File: config.mk
export PLATFORM = sky130hd
export DESIGN_NAME = serial_ones_framer
export DESIGN_NICKNAME = d
export VERILOG_FILES = /design/src/rtl/ones_pkg.sv /design/src/rtl/popcount7.sv /design/src/rtl/serial_ones_framer.sv
export SDC_FILE = /design/constraint.sdc
export NUM_CORES = 1
export LEC_CHECK = 0
export BUFFER_PORTS_ARGS = -buffer_cell sky130_fd_sc_hd__buf_2
export CORE_MARGIN = 2
export CORE_UTILIZATION = 40
export CTS_BUF_LIST = sky130_fd_sc_hd__clkbuf_16
export CTS_CLUSTER_SIZE = 28
export DETAILED_ROUTE_END_ITERATION = 10
export GPL_ROUTABILITY_DRIVEN = 0
export HOLD_SLACK_MARGIN = 0.12
export MAX_ROUTING_LAYER = met4
export PLACE_DENSITY = 0.6
export SYNTH_ARGS = -nofsm -noshare
export SYNTH_HDL_FRONTEND = slang
export SYNTH_SLANG_ARGS = --single-unit
File: constraint.sdc
create_clock -name clk -period 4.5 [get_ports clk]
set_input_delay 0.675 -clock clk [delete_from_list [all_inputs] [get_ports clk]]
set_output_delay 0.675 -clock clk [all_outputs]
set_load 0.01 [all_outputs]
File: src/rtl/ones_pkg.sv
// Shared constants and FSM state type for the serial ones framer.
package ones_pkg;

  localparam int FRAME_W = 7;
  localparam int COUNT_W = 3;
  localparam int IDX_W   = 3;
  localparam logic [IDX_W-1:0] IDX_LAST = IDX_W'(FRAME_W - 1);

  typedef enum logic {
    COLLECT = 1'b0,
    HOLD    = 1'b1
  } state_t;

endpackage

File: src/rtl/popcount7.sv
// Combinational ones counter for one 7-bit frame.
module popcount7
  import ones_pkg::*;
(
  input  logic [FRAME_W-1:0] bits,
  output logic [COUNT_W-1:0] ones
);

  // NOTE: every variable written in always_comb gets a default first,
  // otherwise synthesis infers a latch.
  always_comb begin
    ones = '0;
    for (int i = 0; i < FRAME_W; i++) begin
      ones = ones + COUNT_W'(bits[i]);
    end
  end

endmodule

File: src/rtl/serial_ones_framer.sv
// Assembles 7 serial bits LSB-first into a frame, counts its ones and keeps a
// saturating running total. Define ONES_PARITY_EN to add the parity output.
module serial_ones_framer
  import ones_pkg::*;
#(
  parameter int TOTAL_W = 10
) (
  input  logic               clk,
  input  logic               rst,
  input  logic               bit_in,
  input  logic               bit_valid,
  output logic               bit_ready,
  input  logic               out_ready,
  output logic               frame_valid,
  output logic [FRAME_W-1:0] frame,
  output logic [COUNT_W-1:0] count,
  output logic [TOTAL_W-1:0] total,
`ifdef ONES_PARITY_EN
  output logic               parity,
`endif
  input  logic               total_clr
);

  state_t             state_q, state_d;
  logic [IDX_W-1:0]   idx_q, idx_d;
  logic [FRAME_W-1:0] frame_d;
  logic [COUNT_W-1:0] count_d;
  logic               handshake;
  logic [TOTAL_W:0]   total_sum;

  assign bit_ready   = (state_q == COLLECT);
  assign frame_valid = (state_q == HOLD);
  assign handshake   = frame_valid & out_ready;
  assign total_sum   = {1'b0, total} + (TOTAL_W + 1)'(count);

  always_comb begin
    state_d = state_q;
    idx_d   = idx_q;
    frame_d = frame;
    unique case (state_q)
      COLLECT: begin
        if (bit_valid) begin
          // The first bit of a frame starts from a clean slate.
          if (idx_q == '0) frame_d = '0;
          frame_d[idx_q] = bit_in;
          if (idx_q == IDX_LAST) begin
            idx_d   = '0;
            state_d = HOLD;
          end else begin
            idx_d = idx_q + 1'b1;
          end
        end
      end
      HOLD: begin
        if (out_ready) state_d = COLLECT;
      end
      default: state_d = COLLECT;
    endcase
  end

  popcount7 u_popcount (
    .bits (frame_d),
    .ones (count_d)
  );

  // NOTE: sequential state uses non-blocking assignments so every register
  // samples the pre-edge values regardless of statement order.
  always_ff @(posedge clk) begin
    if (rst) begin
      state_q <= COLLECT;
      idx_q   <= '0;
      frame   <= '0;
      count   <= '0;
    end else begin
      state_q <= state_d;
      idx_q   <= idx_d;
      frame   <= frame_d;
      count   <= count_d;
    end
  end

  // Clear wins over a same-cycle handshake; the frame's count is dropped.
  always_ff @(posedge clk) begin
    if (rst || total_clr) begin
      total <= '0;
    end else if (handshake) begin
      total <= total_sum[TOTAL_W] ? '1 : total_sum[TOTAL_W-1:0];
    end
  end

`ifdef ONES_PARITY_EN
  always_ff @(posedge clk) begin
    if (rst) parity <= 1'b0;
    else     parity <= count_d[0];
  end
`endif

endmodule

Word-level counts from Yosys, hierarchy flattened

Cells that the tools add are included.

Register bits: 24
Input bits: 6
Output and inout port bits: 22

$add $sub $neg: 8
Magnitude comparators: 2
Equal/unequal tests: 1
Multiplexer cells: 14
Bitwise logic cells: 2
Reduce and logical (&&, ||, !) cells: 4

Operators with widths:

| cell                                                               | count |
|---|---|
| 2-to-1 mux 7 bit                                                   | 5 |
| adder 3 x 1 -> 3 bit                                               | 5 |
| adder 10 x 3 -> 11 bit                                             | 1 |
| 2-to-1 mux 10 bit                                                  | 1 |
| bitwise mux 7 bit                                                  | 1 |
| less-than comparator 3 x 4 -> 1 bit (second input constant)        | 1 |
| 2-to-1 mux 1 bit                                                   | 4 |
| adder 3 x 1 -> 3 bit (second input constant)                       | 1 |
| demux 1 bit (select 3 bit)                                         | 1 |
| equality test 3 bit (second input constant)                        | 1 |
| greater-or-equal comparator 3 x 1 -> 1 bit (second input constant) | 1 |
| zero test 3 bit                                                    | 1 |
| 2-to-1 mux 3 bit                                                   | 1 |
| adder 1 x 1 -> 2 bit                                               | 1 |
| one-hot mux 1 bit (2 select lines)                                 | 1 |
| AND reduction 2 bit                                                | 1 |
| bitwise AND 1 bit                                                  | 1 |
| logical AND 1 bit                                                  | 1 |
| logical OR 1 bit                                                   | 1 |
| NOT 1 bit                                                          | 1 |

Depth between registers and ports, before layout

Depth after elaboration: 13
Depth in mapped cells: 16
Depth with buffers taken out: 14

By module

From an unflattened synthesis, not the netlist that was laid out.

Cells, all modules: 143
Area total of the unflattened synthesis: 1271.2 µm²

Modules (own cells, without submodules):

| module             | instances | cells an instance | area each (µm²) | sequential area each (µm²) |
|---|---|---|---|---|
| serial_ones_framer | 1         | 131               | 1161.1          | 480.5 |
| popcount7          | 1         | 12                | 110.1           | 0.0 |

Worst setup path after synthesis

Ideal clock, no wire load.

Path kind: input-to-reg
Start: in bit_valid
End: reg count[2]
Library setup time: 0.128 ns
Arrival time: 3.623 ns
Path slack: 0.750 ns
Stages on the path: 14
Path buffers: 1
Cell sequence: or3b_1 buf_6 nor3_4 mux2_4 ha_1 fa_1 inv_1 fa_1 inv_1 ha_1 inv_1 fa_1 xor2_1 nor2_1

Cells in the longest elaborated chain, start to end: 8

Ends and longest elaborated chain:

| element                           | line                     | text |
|---|---|---|
| start, declared                   | serial_ones_framer.sv:11 | `input logic bit_valid,` |
| 2-to-1 mux 7 bit                  | serial_ones_framer.sv:42 | `if (bit_valid) begin` |
| 2-to-1 mux 7 bit                  | serial_ones_framer.sv:40 | `unique case (state_q)` |
| net frame_d[0]                    | serial_ones_framer.sv:26 | `logic [FRAME_W-1:0] frame_d;` |
| adder 1 x 1 -> 2 bit              | popcount7.sv:14          | `ones = ones + COUNT_W'(bits[i]);` |
| adder 3 x 1 -> 3 bit (5 in a row) | popcount7.sv:14          |  |
| end signal, assigned              | serial_ones_framer.sv:78 | `count <= count_d;` |
| end, declared                     | serial_ones_framer.sv:16 | `output logic [COUNT_W-1:0] count,` |

The timed path passes the listed nets, and every way through them passes these cells.
A chain may end at the register's enable or synchronous reset.

Worst setup path in the final report

Same ends and word-level chain as after synthesis.

==> impl_metrics.tcl <==
set metrics [dict create \
    status "finished, final reports clean" \
    syn_inst 148 \
    grt_max_degree 17 \
    crit_type "in2reg" \
    ctsResizeCount 0 \
    synth.distinct_cells 43 \
    cts_tree "yes" \
    crit_chain "buf_2 > or3b_1 > nor3_4 > mux2_4 > ha_1 > fa_1 > inv_1 > fa_1 > inv_1 > ha_1 > inv_1 > fa_1 > xor2_1 > nor2_1" \
    dieArea_sq_um 3790 \
    drive_above_1_share 0.209 \
    worstPathMaxFanout 7 \
    cts_made_buffers 3 \
    synthArstFlopShare 0 \
    antenna_left 0 \
    power.density_nw_per_um2 288 \
    wl_per_cell_microns 12.4 \
    ir_worst_vdd_uv 126 \
    syn-cell-area_sq_um 1320 \
    critPathMaxStageDelay_ps 510 \
    io_pins 28 \
    start_util 0.427 \
    timing.rr.start "frame_valid" \
    final_common_cell "buf_2" \
    antenna_found_initial 0 \
    setup_viol 0 \
    first_iter_violations 63 \
    syn-num-nets 164 \
    area_growth_pct 17.2 \
    avgSynthCellArea_sq_um 8.94 \
    nNetsFinal 190 \
    crit_slowest_cell "fa_1" \
    via_per_inst 5.13 \
    fill_cells 329 \
    crit_buf_inv 4 \
    cts-root-buf "clkbuf_16" \
    clock_sinks 24 \
    finalSetupTns_ps 0 \
    postLayoutCoreUtil 0.500 \
    crit_path_end_kind "register" \
    slew_violations 0 \
    drcViolationCount 0 \
    worstHoldPathType "reg2reg" \
    synth-edff-count 0 \
    relSlewSlack 0.645 \
    period_needed_ps 3750 \
    timing.rr.end "count[2]" \
    yosys_most_used_dff "dfxtp_1" \
    tightest_slew_ps 532 \
    grt-ovfl-total 0 \
    rsz0062_at_grt "false" \
    io_buffers 27 \
    crit_arrival_ps 3880 \
    seq_area_frac_synth 0.363 \
    path_delay_family "adder cells" \
    worst_hold_path.num_cells 2 \
    core_sq_um 3100 \
    r2r_slack_ps 850 \
    finalCritPeriodShare 0.833 \
    worst_setup_path_start_kind "input pin" \
    grt_first_pass_wirelength_microns 4340 \
    dr.pass1.iters 4 \
    antenna_cells 0 \
    holdBufCountCts 0 \
    die_y_microns 61.5 \
    cts.clk_slew.worst_paths_ps 60 \
    hold_viol_final 0 \
    cap_viol_max_count 0 \
    synth-seq-cells 24 \
    hp-start "total[6]" \
    grt_pass1_vias 963 \
    crit_required_ps 4630 \
    wl_microns 2670 \
    p_leak_uw 0.000651 \
    yosys_warnings 0 \
    final_cell_mix "buf_2 (27), dfxtp_1 (24), inv_1 (15)" \
    clockBufferDepth 2 \
    clk_latency_ps 250 \
    cts_setup_buffers 0 \
    fmax_ghz 0.267 \
    hold-path-endpoint "total[6]" \
    h-tree-depth 1 \
    dp_hpwl_microns 2070 \
    skew_ps 2.50 \
    vias 1108 \
    die_x_microns 61.5 \
    ff2ff_path_depth 13 \
    fp-row-count 20 \
    track_usage 0.159 \
]
-- flip-flops by register name, summed over array words and instances, names as in the netlist --
register and cells:
total 10, frame 7, count 3, idx_q 3
frame_valid 1
-- stage by stage --
stage	cells	worst slack, ps	cell area [sq um]	total power [uW]	hold slack [ps]
floorplan	148	750	1320	252	487
global placement	213	552	1480	261	478
detailed placement	213	482	1480	262	485
CTS	216	734	1550	452	495
global route	216	505	1550	467	533
finish	216	751	1550	447	496
-- how the worst max path moves through the flow --
stage,from,end,slack [ps],depth (start not counted)
floorplan,bit_valid,count[2],750,14
global placement,bit_valid,count[2],550,14
CTS,bit_valid,count[2],730,14
detailed placement,bit_valid,count[2],480,14
finish,bit_valid,count[2],750,14
global route,bit_valid,count[2],510,14
-- synth_stat cells (all sizes together), types with 2 or more instances --
cell	number	area share
dfxtp	24	0.36
inv	15	0.043
nor2	12	0.034
a21oi	10	0.041
o21ai	10	0.038
nand2	7	0.020
ha	6	0.057
nor2b	5	0.024
nor3	5	0.027
clkbuf	4	0.011
fa	4	0.060
a211oi	3	0.017
a22oi	3	0.017
nand4	3	0.014
xnor2	3	0.020
a22o	2	0.013
a311oi	2	0.013
and3	2	0.0095
buf	2	0.017
mux2	2	0.020
nand2b	2	0.0095
nand3	2	0.0076
nor3b	2	0.011
xor2	2	0.013
-- area by class of cell --
class | count | area, sq um | share of cell area
timing repair buffer | 27 | 135 | 0.0871
multi-input combinational | 103 | 749 | 0.483
inverter | 15 | 56.3 | 0.0363
tap | 44 | 55.1 | 0.0355
clock buffer | 3 | 75.1 | 0.0484
sequential | 24 | 480 | 0.310
-- worst reg2reg max path, stage by stage, from the launching register on --
cell and delay, ps:
dfxtp_1 390, or3b_1 520, nor3_4 170, mux2_4 320, ha_1 310, fa_1 510, inv_1 50, fa_1 440
inv_1 70, ha_1 130, inv_1 40, fa_1 370, xor2_1 140, nor2_1 60
-- kinds of logic after synthesis --
group           Yosys count  share of synthesized area
compound gates           39                      0.197
xor+xnor                  5                     0.0331
fa+ha+maj                10                      0.117
buf+inv                  21                     0.0709
flops                    24                      0.363
mux                       2                     0.0198
simple gates             47                      0.199
-- where the power goes --
part	leakage, uW	switching (uW)	internal [uW]
combinational	0.000420	19.5	15.6
clock	0.0000370	72.3	117
sequential	0.000194	6.36	216
total	0.000651	98.2	349
-- per-layer routing --
metal / track usage / up-vias / routed length [microns]
met5: - / - / 0
met4: 0.0456 / 0 / 23
met3: 0.0189 / 4 / 105
met2: 0.227 / 27 / 1130
met1: 0.235 / 507 / 1410
li1: - / 570 / -
No activity file was read; power rests on OpenSTA's default activity.
